File: src/rtl/morse_keyer_pkg.sv
// Shared definitions for the morse keyer slice.
//   state_t      : keyer FSM states (3-bit encoding)
//   code_t       : one morse_rom entry {vld, len, pat}
//   NUM_LETTERS  : number of letter indices the ROM recognises (A..Z)
//   LEN_W/PAT_W  : widths of the element count and the element pattern
package morse_pkg;

  localparam int NUM_LETTERS = 26;
  localparam int LEN_W       = 3;
  localparam int PAT_W       = 4;
  localparam int CNT_W       = 3;

  typedef enum logic [2:0] {
    S_IDLE  = 3'd0,
    S_SYNC  = 3'd1,
    S_MARK  = 3'd2,
    S_SPACE = 3'd3,
    S_CGAP  = 3'd4
  } state_t;

  // pat[PAT_W-1] is the first element sent; 1 = dash, 0 = dot.
  typedef struct packed {
    logic             vld;
    logic [LEN_W-1:0] len;
    logic [PAT_W-1:0] pat;
  } code_t;

endpackage

File: src/rtl/morse_keyer_if.sv
// Letter handshake and key outputs of the morse keyer.
//   iCHAR/iVALID : letter index and its valid (driven by master)
//   oREADY       : keyer idle and able to take a letter
//   oKEY         : tone enable, oBUSY: letter in progress, oERR: bad index pulse
interface morse_keyer_if;
  logic [4:0] iCHAR;
  logic       iVALID;
  logic       oREADY;
  logic       oKEY;
  logic       oBUSY;
  logic       oERR;

  modport master (output iCHAR, iVALID, input oREADY, oKEY, oBUSY, oERR);
  modport slave  (input iCHAR, iVALID, output oREADY, oKEY, oBUSY, oERR);
endinterface

File: src/rtl/morse_keyer_rom.sv
// morse_rom: combinational letter index -> ITU morse code.
//   idx  : letter index 0=A .. 25=Z
//   code : {vld, len, pat}; vld=0 for indices above Z. Unused pattern
//          bits (below the last element) are zero.
module morse_rom
  import morse_pkg::*;
(
  input  logic [4:0] idx,
  output code_t      code
);

  always_comb begin
    code = '{vld: 1'b1, len: 3'd0, pat: 4'b0000};
    unique case (idx)
      5'd0:  code = '{1'b1, 3'd2, 4'b0100}; // A .-
      5'd1:  code = '{1'b1, 3'd4, 4'b1000}; // B -...
      5'd2:  code = '{1'b1, 3'd4, 4'b1010}; // C -.-.
      5'd3:  code = '{1'b1, 3'd3, 4'b1000}; // D -..
      5'd4:  code = '{1'b1, 3'd1, 4'b0000}; // E .
      5'd5:  code = '{1'b1, 3'd4, 4'b0010}; // F ..-.
      5'd6:  code = '{1'b1, 3'd3, 4'b1100}; // G --.
      5'd7:  code = '{1'b1, 3'd4, 4'b0000}; // H ....
      5'd8:  code = '{1'b1, 3'd2, 4'b0000}; // I ..
      5'd9:  code = '{1'b1, 3'd4, 4'b0111}; // J .---
      5'd10: code = '{1'b1, 3'd3, 4'b1010}; // K -.-
      5'd11: code = '{1'b1, 3'd4, 4'b0100}; // L .-..
      5'd12: code = '{1'b1, 3'd2, 4'b1100}; // M --
      5'd13: code = '{1'b1, 3'd2, 4'b1000}; // N -.
      5'd14: code = '{1'b1, 3'd3, 4'b1110}; // O ---
      5'd15: code = '{1'b1, 3'd4, 4'b0110}; // P .--.
      5'd16: code = '{1'b1, 3'd4, 4'b1101}; // Q --.-
      5'd17: code = '{1'b1, 3'd3, 4'b0100}; // R .-.
      5'd18: code = '{1'b1, 3'd3, 4'b0000}; // S ...
      5'd19: code = '{1'b1, 3'd1, 4'b1000}; // T -
      5'd20: code = '{1'b1, 3'd3, 4'b0010}; // U ..-
      5'd21: code = '{1'b1, 3'd4, 4'b0001}; // V ...-
      5'd22: code = '{1'b1, 3'd3, 4'b0110}; // W .--
      5'd23: code = '{1'b1, 3'd4, 4'b1001}; // X -..-
      5'd24: code = '{1'b1, 3'd4, 4'b1011}; // Y -.--
      5'd25: code = '{1'b1, 3'd4, 4'b1100}; // Z --..
      default: code = '{1'b0, 3'd0, 4'b0000};
    endcase
  end

endmodule

File: src/rtl/morse_keyer.sv
// morse_keyer: takes one letter per handshake and keys it out in morse
// units, one unit per iTICK pulse.
//   iCLK, iRST_n : clock, asynchronous active-low reset
//   iTICK        : single-cycle unit strobe
//   bus          : letter handshake in, registered oREADY/oKEY/oBUSY/oERR out
module morse_keyer
  import morse_pkg::*;
#(
  parameter int unsigned DOT_UNITS      = 1,
  parameter int unsigned DASH_UNITS     = 3,
  parameter int unsigned ELEM_GAP_UNITS = 1,
  parameter int unsigned CHAR_GAP_UNITS = 3
) (
  input  logic          iCLK,
  input  logic          iRST_n,
  input  logic          iTICK,
  morse_keyer_if.slave  bus
);

  localparam logic [CNT_W-1:0] DOT_T  = CNT_W'(DOT_UNITS);
  localparam logic [CNT_W-1:0] DASH_T = CNT_W'(DASH_UNITS);
  localparam logic [CNT_W-1:0] EGAP_T = CNT_W'(ELEM_GAP_UNITS);
  localparam logic [CNT_W-1:0] CGAP_T = CNT_W'(CHAR_GAP_UNITS);

  state_t           state, state_n;
  logic [CNT_W-1:0] cnt, cnt_n, cnt_inc, mark_t;
  logic [LEN_W-1:0] elem, elem_n;
  logic [PAT_W-1:0] sr, sr_n;
  logic             key, key_n;
  logic             ready, err, err_n, busy;
  code_t            code;

  morse_rom u_rom (
    .idx  (bus.iCHAR),
    .code (code)
  );

  // Targets are at most 7 and the count restarts on every state entry,
  // so cnt_inc never needs a fourth bit.
  assign cnt_inc = cnt + CNT_W'(1);
  assign mark_t  = sr[PAT_W-1] ? DASH_T : DOT_T;

  always_comb begin
    state_n = state;
    cnt_n   = cnt;
    elem_n  = elem;
    sr_n    = sr;
    key_n   = key;
    err_n   = 1'b0;
    unique case (state)
      S_IDLE: begin
        key_n = 1'b0;
        if (bus.iVALID && ready) begin
          if (code.vld) begin
            sr_n    = code.pat;
            elem_n  = code.len;
            cnt_n   = '0;
            state_n = S_SYNC;
          end else begin
            err_n = 1'b1;
          end
        end
      end
      // A tick in the transfer cycle is seen in IDLE and dropped; the first
      // tick seen here aligns the mark to the unit grid.
      S_SYNC: begin
        if (iTICK) begin
          state_n = S_MARK;
          cnt_n   = '0;
          key_n   = 1'b1;
        end
      end
      S_MARK: begin
        if (iTICK) begin
          if (cnt_inc == mark_t) begin
            key_n  = 1'b0;
            cnt_n  = '0;
            elem_n = elem - LEN_W'(1);
            if (elem == LEN_W'(1)) begin
              state_n = S_CGAP;
            end else begin
              state_n = S_SPACE;
              sr_n    = {sr[PAT_W-2:0], 1'b0};
            end
          end else begin
            cnt_n = cnt_inc;
          end
        end
      end
      S_SPACE: begin
        if (iTICK) begin
          if (cnt_inc == EGAP_T) begin
            state_n = S_MARK;
            cnt_n   = '0;
            key_n   = 1'b1;
          end else begin
            cnt_n = cnt_inc;
          end
        end
      end
      S_CGAP: begin
        if (iTICK) begin
          if (cnt_inc == CGAP_T) begin
            state_n = S_IDLE;
            cnt_n   = '0;
          end else begin
            cnt_n = cnt_inc;
          end
        end
      end
      default: begin
        state_n = S_IDLE;
        key_n   = 1'b0;
      end
    endcase
  end

  always_ff @(posedge iCLK or negedge iRST_n) begin
    if (!iRST_n) begin
      state <= S_IDLE;
      cnt   <= '0;
      elem  <= '0;
      sr    <= '0;
      key   <= 1'b0;
      err   <= 1'b0;
      ready <= 1'b1;
      busy  <= 1'b0;
    end else begin
      state <= state_n;
      cnt   <= cnt_n;
      elem  <= elem_n;
      sr    <= sr_n;
      key   <= key_n;
      err   <= err_n;
      ready <= (state_n == S_IDLE);
      busy  <= (state_n != S_IDLE);
    end
  end

  assign bus.oREADY = ready;
  assign bus.oKEY   = key;
  assign bus.oBUSY  = busy;
  assign bus.oERR   = err;

endmodule

File: src/flat_wrapper.sv
// flat-port wrapper written by rule: the top's interface ports become plain ports
module morse_keyer_flat import morse_pkg::*;
#(
  parameter int unsigned DOT_UNITS      = 1,
  parameter int unsigned DASH_UNITS     = 3,
  parameter int unsigned ELEM_GAP_UNITS = 1,
  parameter int unsigned CHAR_GAP_UNITS = 3
)
  (iCLK, iRST_n, iTICK, bus_iCHAR, bus_iVALID, bus_oREADY, bus_oKEY, bus_oBUSY, bus_oERR);
  morse_keyer_if bus_i ();
  input  logic iCLK;
  input  logic iRST_n;
  input  logic iTICK;
  input wire logic [$bits(bus_i.iCHAR)-1:0] bus_iCHAR;
  input wire logic [$bits(bus_i.iVALID)-1:0] bus_iVALID;
  output wire logic [$bits(bus_i.oREADY)-1:0] bus_oREADY;
  output wire logic [$bits(bus_i.oKEY)-1:0] bus_oKEY;
  output wire logic [$bits(bus_i.oBUSY)-1:0] bus_oBUSY;
  output wire logic [$bits(bus_i.oERR)-1:0] bus_oERR;
  assign bus_i.iCHAR = bus_iCHAR;
  assign bus_i.iVALID = bus_iVALID;
  assign bus_oREADY = bus_i.oREADY;
  assign bus_oKEY = bus_i.oKEY;
  assign bus_oBUSY = bus_i.oBUSY;
  assign bus_oERR = bus_i.oERR;
  morse_keyer #(.DOT_UNITS(DOT_UNITS), .DASH_UNITS(DASH_UNITS), .ELEM_GAP_UNITS(ELEM_GAP_UNITS), .CHAR_GAP_UNITS(CHAR_GAP_UNITS)) u_core (.iCLK(iCLK), .iRST_n(iRST_n), .iTICK(iTICK), .bus(bus_i));
endmodule
File: config.mk
export PLATFORM = sky130hd
export DESIGN_NAME = morse_keyer_flat
export DESIGN_NICKNAME = d
export VERILOG_FILES = /design/src/rtl/morse_keyer_pkg.sv /design/src/rtl/morse_keyer_if.sv /design/src/rtl/morse_keyer_rom.sv /design/src/rtl/morse_keyer.sv /design/src/flat_wrapper.sv
export SDC_FILE = /design/constraint.sdc
export NUM_CORES = 1
export LEC_CHECK = 0
export BUFFER_PORTS_ARGS = -buffer_cell sky130_fd_sc_hd__buf_2
export CAP_MARGIN = 20
export CORE_MARGIN = 1
export CORE_UTILIZATION = 45
export CTS_CLUSTER_SIZE = 20
export DETAILED_ROUTE_END_ITERATION = 6
export PLACE_DENSITY = 0.72
export RECOVER_POWER = 100
export SETUP_SLACK_MARGIN = 0.5
export SLEW_MARGIN = 5
export SYNTH_ARGS = -nofsm -noshare
export SYNTH_HDL_FRONTEND = slang
export SYNTH_SLANG_ARGS = --single-unit
File: constraint.sdc
create_clock -name iCLK -period 2.5 [get_ports iCLK]
set_clock_uncertainty 0.2 [all_clocks]
set_input_delay 0.25 -clock iCLK [delete_from_list [all_inputs] [get_ports iCLK]]
set_output_delay 0.25 -clock iCLK [all_outputs]
set_load 0.005 [all_outputs]
==> results of run 1 <==
## synthesized netlist by cell type (all sizes together), types with 2 or more instances
cell type | instances | area [um^2]
o211ai | 7 | 52.55
a211oi | 2 | 15.01
a311oi | 3 | 26.28
a21oi | 6 | 33.78
nand4 | 2 | 12.51
a32oi | 2 | 17.52
clkbuf | 3 | 11.26
nand3 | 6 | 30.03
mux2i | 2 | 20.02
nor2 | 9 | 33.78
nor3 | 3 | 15.01
or3 | 2 | 12.51
a32o | 2 | 20.02
a22o | 3 | 26.28
xnor2 | 2 | 17.52
ha | 11 | 137.6
inv | 12 | 45.04
o21ai | 16 | 83.83
buf | 4 | 26.27
nor2b | 5 | 38.78
nand2 | 20 | 75.07
nand2b | 4 | 27.53
dfrtp | 16 | 400.4
## report_power, final
part	switching, mW	internal, mW	total [mW]
clock	0.0888	0.0595	0.148
sequential	0.116	0.385	0.501
combinational	0.482	0.476	0.958
total	0.687	0.920	1.61
## sequential cells by signal, indices dropped and copies added, names as in the netlist
name               cells
u_core.state           3
u_core.bus.oREADY      1
u_core.sr              4
u_core.bus.oKEY        1
u_core.cnt             3
u_core.bus.oBUSY       1
u_core.elem            3
u_core.bus.oERR        1
## metal layers
metal / wire (um) / global-route usage / part of all wire / up-vias
li1: - / - / - / 611
met1: 1360 / 0.2507 / 0.43 / 600
met2: 1588 / 0.3673 / 0.50 / 34
met3: 145 / 0.03226 / 0.046 / 8
met4: 68 / 0.07500 / 0.021 / 0
met5: 0 / 0 / 0 / -
## worst max-delay path, stage by stage, from the launching register on
cell and delay, ns:
dfrtp_1 0.42, inv_1 0.09, ha_4 0.30, xnor2_4 0.12, nand3_1 0.27, o31a_4 0.41
a21oi_1 0.17, a21oi_2 0.07
## timing repair
| action | CTS | global route |
|---|---|---|
| buffers inserted | 1 | 5 |
| pin swaps | 2 | 7 |
| endpoints found under the hold margin | 17 | 0 |
| endpoints found under the setup margin | 9 | 8 |
| resized for setup | 6 | 9 |
| hold buffers | 1 | 0 |
## cell type report
type                    instances  area, um^2  share of cell area
repair buffers                 22       132.6             0.08314
clock buffers                   3       22.52             0.01412
clock inverters                 1       5.005            0.003137
well taps                      31       38.79             0.02431
inverters                      12       45.04             0.02824
flip-flops and latches         17       427.9              0.2682
multi-input cells             121       923.4              0.5788
## path summary, 6_finish.rpt
path / end / slack, ns / depth (start not counted)
min in group asynchronous: u_core.state[2] / 0.40 / 2
setup reg to reg: u_core.sr[3] / 0.34 / 7
max in group asynchronous: u_core.cnt[0] / 1.09 / 2
hold / removal: u_core.bus.oERR / 0.007 / 3
hold reg to reg: u_core.sr[2] / 0.31 / 2
setup / recovery: u_core.sr[3] / 0.34 / 7
## logic make-up (layout without fill, tap and decap cells)
logic type	after synthesis	after routing	share of synthesized area
AOI/OAI and AO/OA	50	50	0.2677
xor gates and xnor gates	2	2	0.01301
adders and majority gates	11	11	0.1022
buffers and inverters	19	38	0.06133
DFF	17	17	0.3169
muxes	3	3	0.03160
and+or+nand+nor	55	55	0.2072
## stage by stage
step                area [um^2]  worst slack (ns)
floorplan                  1359            0.5202
global placement           1443            0.4439
detailed placement         1443            0.3883
CTS                        1526            0.5013
global route               1595            0.2627
finish                     1595            0.3384
==> summary.txt, run 1 <==
unrepaired setup endpoints after global routing -> yes
vias per cell -> 6.053
Die Y -> 56.70 um
Arrival @ worst endpoint -> 2.15 ns
WP data required -> 2.48 ns
vias in the first global route -> 1154
path type of the worst setup path -> reg -> reg
Reg clk slew, reported paths -> 0.10 ns
final hold vios -> 0
Rel. slew slack -> 0.3908
Critical R2R Launch -> u_core.cnt[1]
worst-skew pair later-pin latency -> 0.29 ns
nets -> 197
post-synthesis sequential area ratio -> 0.3169
CTS tree -> yes
placed cell count -> 196
Synth Register Bits -> 17
First-pass DRT Iterations -> 6
mean post-synth cell area -> 8.575 um^2
layout cells sized above 1 -> 0.2216
leakage -> 0.7005 nW
Core ar. -> 2805 um^2
Hold Path Origin -> bus_iVALID
first-pass GRT wire length -> 5181 um
clk sinks -> 17
Total Power -> 1.607 mW
CP Max Fanout -> 8
FMAX -> 462.6 MHz
diode count -> 0
final setup fails -> 0
Final Max Tran Viols -> 0
drt first-iter violations -> 45
Hold WC Path Type -> in -> reg
hold slack -> 0.006975 ns
Initial Util -> 0.4799
PortBufs -> 12
final WL -> 3163 um
H-tree Lvls -> 1
Yosys cell types -> 45
Num CTS Buffers -> 3
die area -> 3214 um^2
Core Util, Final -> 0.5687
DR DRC count -> 4
Post-Syn Area -> 1346 um^2
Worst setup SP type -> flip-flop
Final Wtd Congestion -> 0.9015
hpwl dp -> 2203 um
Post-synth EDFFs -> 0
Final Critical Period -> 2.162 ns
die width -> 56.70 um
yosys synthesis warning count -> 0
row cnt -> 19
initial antenna violation count -> 0
Synth Net Count -> 177
ys async rst share -> 1.000
Synth-to-Final Area Change -> 18.49%
Fillers -> 247
WL/cell -> 15.28 um
commonest non-fill, non-tap cell in the layout -> nand2_1
total overflow reported by the global router -> 0
PwrDens -> 1008 nW/um^2
setup_tns -> 0 ns
Main synth FF type -> dfrtp_1
Root Buffer Master -> clkbuf_4
Final Non-Filler Cells -> 207
failing checks -> DRC
highest-count cells in the layout ignoring fill and taps -> nand2_1 (20), o21ai_0 (15), dfrtp_1 (15)
io pins -> 13
via count -> 1253
Clock Path Buffers -> 2
status -> finished with violations
MaxCap Viol Count -> 0
crit end category -> flip-flop
period utilization -> 0.8647
Post-Synthesis Cells -> 157
GRT Util Overall -> 0.2071
Peak VDD IR -> 0.3032 mV
largest net degree at the start of global routing -> 21
Final ANT Viol Nets -> 0
worst slew pin tran -> 0.9138 ns
Critical Path Start -> u_core.cnt[1]
(Power assumes the default switching activity.)
==> run 2: changes to the inputs <==
--- a/config.mk
+++ b/config.mk
@@ -9,6 +9,7 @@
 export CAP_MARGIN = 20
 export CORE_MARGIN = 1
 export CORE_UTILIZATION = 45
+export CTS_BUF_LIST = sky130_fd_sc_hd__clkbuf_16
 export CTS_CLUSTER_SIZE = 20
 export DETAILED_ROUTE_END_ITERATION = 6
 export PLACE_DENSITY = 0.72
==> summary.txt, run 2 (synthesized netlist as in run 1, its figures left out) <==
worst-skew pair later-pin latency -> 0.25 ns (-0.04 ns)
Clk pwr share -> 0.180 (+0.088)
Arrival @ worst endpoint -> 2.13 ns (-0.02 ns)
First-pass DRT Iterations -> 6 (unchanged)
row cnt -> 19 (unchanged)
Reg clk slew, reported paths -> 0.05 ns (-0.05 ns)
H-tree Lvls -> 1 (unchanged)
hpwl dp -> 2203 um (unchanged)
Pint -> 1.066 mW (+16%)
Root Buffer Master -> clkbuf_16
WL/cell -> 15.41 um (+0.82%)
final setup fails -> 0 (unchanged)
DR DRC count -> 4 (unchanged)
period utilization -> 0.8773 (+0.01263)
commonest non-fill, non-tap cell in the layout -> nand2_1
Psw -> 707.3 uW (+2.9%)
vias in the first global route -> 1167 (+1.1%)
failing checks -> DRC
MaxCap Viol Count -> 0 (unchanged)
power share of the combinational group -> 0.535 (-0.061)
crit end category -> flip-flop
diode count -> 0 (unchanged)
io pins -> 13 (unchanged)
initial antenna violation count -> 0 (unchanged)
vias per cell -> 6.159 (+1.8%)
via count -> 1275 (+1.8%)
CTS tree -> yes
FMAX -> 456.0 MHz (-1.4%)
Reg area -> 427.9 um^2 (unchanged)
PortBufs -> 12 (unchanged)
die area -> 3214 um^2 (unchanged)
Rel. slew slack -> 0.3950 (+0.004256)
PwrDens -> 1076 nW/um^2 (+6.8%)
Sw Ratio -> 0.3989 (-0.02851)
hold slack -> 0.06288 ns (+0.05590 ns)
Peak VDD IR -> 0.3387 mV (+12%)
Seq pwr share -> 0.285 (-0.027)
unrepaired setup endpoints after global routing -> yes
layout cells sized above 1 -> 0.2273 (+0.005682)
WP data required -> 2.43 ns (-0.05 ns)
Final Max Tran Viols -> 0 (unchanged)
clk sinks -> 17 (unchanged)
most flop-heavy register -> u_core.sr
die width -> 56.70 um (unchanged)
leakage -> 0.7259 nW (+3.6%)
total overflow reported by the global router -> 0 (unchanged)
Final Critical Period -> 2.193 ns (+0.03157 ns)
multi-input logic area -> 923.4 um^2 (unchanged)
largest net degree at the start of global routing -> 21 (unchanged)
CP Max Fanout -> 8 (unchanged)
max FFs per register -> 4 (unchanged)
Clock Path Buffers -> 2 (unchanged)
Fillers -> 234 (-5.3%)
worst slew pin tran -> 0.9074 ns (-0.006384 ns)
Core ar. -> 2805 um^2 (unchanged)
drt first-iter violations -> 57 (+27%)
Synth-to-Final Area Change -> 22.40%
status -> finished with violations
Initial Util -> 0.4799 (unchanged)
Die Y -> 56.70 um (unchanged)
Num CTS Buffers -> 3 (unchanged)
Hold WC Path Type -> in -> reg
highest-count cells in the layout ignoring fill and taps -> nand2_1 (20), dfrtp_1 (15), buf_2 (11)
Worst setup SP type -> flip-flop
post-placement cell area -> 1443 um^2 (unchanged)
path type of the worst setup path -> reg -> reg
Final ANT Viol Nets -> 0 (unchanged)
Final Wtd Congestion -> 0.9015 (unchanged)
first-pass GRT wire length -> 5244 um (+1.2%)
design area -> 1648 um^2 (+3.3%)
final WL -> 3189 um (+0.82%)
nets -> 197 (unchanged)
GRT Util Overall -> 0.2111 (+0.004002)
setup_tns -> 0 ns (unchanged)
final hold vios -> 0 (unchanged)
-- run 2: cell type report --
class                   instances  share of cell area
multi-input cells             121              0.5604
flip-flops and latches         17              0.2597
repair buffers                 22             0.08049
clock buffers                   3             0.04556
inverters                      12             0.02733
well taps                      31             0.02354
clock inverters                 1            0.003037
-- run 2: power groups by stage --
stage	Sequential (mW)	Clock, mW	Combinational [mW]
after global routing	0.520	0.333	1.06
final	0.505	0.319	0.949
after CTS	0.492	0.324	0.838
after detailed placement	0.490	0	0.751
after global placement	0.485	0	0.726
after floorplan	0.461	0	0.611
-- run 2: metal layers --
layer  part of all wire  track usage  wire length, um  vias up
met2               0.50       0.3707             1605       45
met5                  0            0                0        -
met1               0.43       0.2583             1357      606
met3              0.038      0.02535              121       12
met4              0.033      0.08929              105        0
li1                   -            -                -      612
-- run 2: worst paths after layout --
kind | slack [ns] | end | cells past startpoint | start
max reg2reg | 0.31 | u_core.sr[3] | 7 | u_core.cnt[0]
min reg2reg | 0.30 | u_core.sr[0] | 2 | u_core.sr[0]
max in group asynchronous | 1.04 | u_core.cnt[1] | 2 | iRST_n
max | 0.31 | u_core.sr[3] | 7 | u_core.cnt[0]
min in group asynchronous | 0.45 | u_core.sr[2] | 2 | iRST_n
min | 0.06 | u_core.bus.oERR | 3 | bus_iVALID
-- run 2: through the flow --
stage            util  cells  power [mW]  setup slack [ns]
2_1_floorplan       -    157       1.072            0.5202
4_1_cts        0.5629    202       1.654            0.5080
3_3_place_gp   0.5143    196       1.211            0.4439
6_report       0.5874    207       1.773            0.3068
5_1_grt        0.5874    207       1.914            0.2289
3_5_place_dp   0.5143    196       1.242            0.3883
-- run 2: worst max-delay path, cell delays in order (launching register included) --
cell	delay, ns
dfrtp_1	0.43
inv_2	0.08
ha_4	0.30
xnor2_4	0.12
nand3_1	0.28
o31a_4	0.47
a21oi_2	0.14
a21oi_2	0.06
-- run 2: timing repair --
action / in CTS / in global routing
resized for setup: 6 / 10
hold buffers: 1 / 0
cloned: 0 / 0
pin swaps: 2 / 9
endpoints found under the setup margin: 9 / 11
endpoints found under the hold margin: 16 / 0
buffers inserted: 1 / 5
==> run 3: changes to the inputs <==
==> constraint.sdc (replaced) <==
create_clock -name iCLK -period 2.5 [get_ports iCLK]
set_clock_uncertainty 0.2 [all_clocks]
set_input_delay 0.25 -clock iCLK [delete_from_list [all_inputs] [get_ports iCLK]]
set_output_delay 0.25 -clock iCLK [all_outputs]
set_load 0.02 [all_outputs]
==> summary.txt, run 3 (synthesized netlist as in run 1, its figures left out) <==
largest net degree at the start of global routing -> 21 (unchanged)
failing checks -> DRC
leakage -> 0.7124 nW (-1.9%)
unrepaired setup endpoints after global routing -> yes
Final Wtd Congestion -> 0.9015 (unchanged)
layout cells sized above 1 -> 0.2102 (-0.01705)
Hold Path Origin -> bus_iVALID
vias in the first global route -> 1167 (unchanged)
met1 GRT Util -> 0.2583 (unchanged)
PortBufs -> 12 (unchanged)
CP Max Fanout -> 8 (unchanged)
Critical R2R Launch -> u_core.cnt[0]
vias per cell -> 6.222 (+1.0%)
first-pass GRT wire length -> 5244 um (unchanged)
Arrival @ worst endpoint -> 2.13 ns (about the same)
met2 Track Usage GR -> 0.3707 (unchanged)
diode count -> 0 (unchanged)
drt first-iter violations -> 57 (unchanged)
Critical Path Start -> u_core.cnt[0]
WP data required -> 2.43 ns (about the same)
Reg area -> 427.9 um^2 (unchanged)
Num CTS Buffers -> 3 (unchanged)
PwrDens -> 1092 nW/um^2 (+1.5%)
Rel. slew slack -> 0.3952 (about the same)
Reg clk slew, reported paths -> 0.05 ns (about the same)
MaxCap Viol Count -> 0 (unchanged)
total overflow reported by the global router -> 0 (unchanged)
DR DRC count -> 4 (unchanged)
status -> finished with violations
worst slew pin tran -> 0.9072 ns (-0.0002156 ns)
FMAX -> 455.6 MHz (about the same)
Root Buffer Master -> clkbuf_16
highest-count cells in the layout ignoring fill and taps -> nand2_1 (20), dfrtp_1 (15), o21ai_0 (10)
io pins -> 13 (unchanged)
Hold WC Path Type -> in -> reg
setup_tns -> 0 ns (unchanged)
hpwl dp -> 2203 um (unchanged)
max FFs per register -> 4 (unchanged)
met3 Resource Use GR -> 0.02535 (unchanged)
period utilization -> 0.8779 (about the same)
R2R Setup Slk -> 0.31 ns (about the same)
Die Y -> 56.70 um (unchanged)
clk sinks -> 17 (unchanged)
CTS tree -> yes
Initial Util -> 0.4799 (unchanged)
final WL -> 3200 um (+0.34%)
Final Critical Period -> 2.195 ns (+0.001580 ns)
worst-skew pair later-pin latency -> 0.25 ns (about the same)
multi-input logic area -> 923.4 um^2 (unchanged)
First-pass DRT Iterations -> 6 (unchanged)
WL/cell -> 15.46 um (+0.34%)
H-tree Lvls -> 1 (unchanged)
GRT Max-Usage Layer -> met2
final hold vios -> 0 (unchanged)
most flop-heavy register -> u_core.sr
path type of the worst setup path -> reg -> reg
Worst setup SP type -> flip-flop
Final ANT Viol Nets -> 0 (unchanged)
Fillers -> 235 (+0.43%)
initial antenna violation count -> 0 (unchanged)
Core Util, Final -> 0.5856 (-0.001784)
Peak VDD IR -> 0.3393 mV (+0.17%)
via count -> 1288 (+1.0%)
nets -> 197 (unchanged)
die area -> 3214 um^2 (unchanged)
crit end category -> flip-flop
die width -> 56.70 um (unchanged)
final setup fails -> 0 (unchanged)
row cnt -> 19 (unchanged)
Clock Path Buffers -> 2 (unchanged)
Final Max Tran Viols -> 0 (unchanged)
GRT Util Overall -> 0.2111 (unchanged)
Core ar. -> 2805 um^2 (unchanged)
Synth-to-Final Area Change -> 22.03%
commonest non-fill, non-tap cell in the layout -> nand2_1
[run 3: cell count changes in the layout (fill, tap and decap cells not counted), sizes merged]
cell / delta
buf: -4
clkbuf: +4
[run 3: timing repair]
item                                    4_1_cts  5_1_grt
hold buffers                                  1        0
endpoints found under the setup margin        9       11
setup buffers                                 1        5
endpoints found under the hold margin        16        0
resized for setup                             6       10
pin swaps                                     2        9
[run 3: final cells by class]
class / count / share of cell area
multi-input combinational: 121 / 0.5621
sequential: 17 / 0.2605
timing repair buffer: 22 / 0.07768
clock buffer: 3 / 0.04570
inverter: 12 / 0.02742
tap: 31 / 0.02361
clock inverter: 1 / 0.003046
[run 3: final timing paths]
kind                                   end  cells after the start
max in group asynchronous    u_core.cnt[1]                      2
min in group asynchronous     u_core.sr[2]                      2
min                        u_core.bus.oERR                      3
max                           u_core.sr[3]                      7
min reg2reg                   u_core.sr[0]                      2
max reg2reg                   u_core.sr[3]                      7
[run 3: where the power goes]
part | switching (mW) | leakage (nW) | internal [mW] | total (mW)
Combinational | 0.507 | 0.462 | 0.461 | 0.968
Sequential | 0.119 | 0.209 | 0.388 | 0.507
Clock | 0.105 | 0.0409 | 0.214 | 0.319
[run 3: critical path: stages, from the launching register on]
cell     delay (ns)
dfrtp_1        0.43
inv_2          0.08
ha_4           0.30
xnor2_4        0.12
nand3_1        0.28
o31a_4         0.47
a21oi_2        0.14
a21oi_2        0.06
[run 3: metal layers]
metal / part of all wire / wire (um) / up-vias
met5: 0 / 0 / -
met4: 0.030 / 96 / 0
met3: 0.041 / 131 / 10
met2: 0.50 / 1602 / 50
met1: 0.43 / 1369 / 615
li1: - / - / 613
[run 3: stage by stage]
| stage | std cells | setup slack [ns] | total power, mW | hold WS, ns | cell area (um^2) |
|---|---|---|---|---|---|
| after detailed placement | 196 | 0.3883 | 1.262 | -0.01058 | 1443 |
| after CTS | 202 | 0.5080 | 1.674 | 0.06008 | 1579 |
| after floorplan | 157 | 0.5202 | 1.092 | -0.2456 | 1359 |
| after global placement | 196 | 0.4439 | 1.232 | -0.01243 | 1443 |
| after global routing | 207 | 0.2289 | 1.932 | 0.1074 | 1643 |
| final | 207 | 0.3052 | 1.795 | 0.06280 | 1643 |
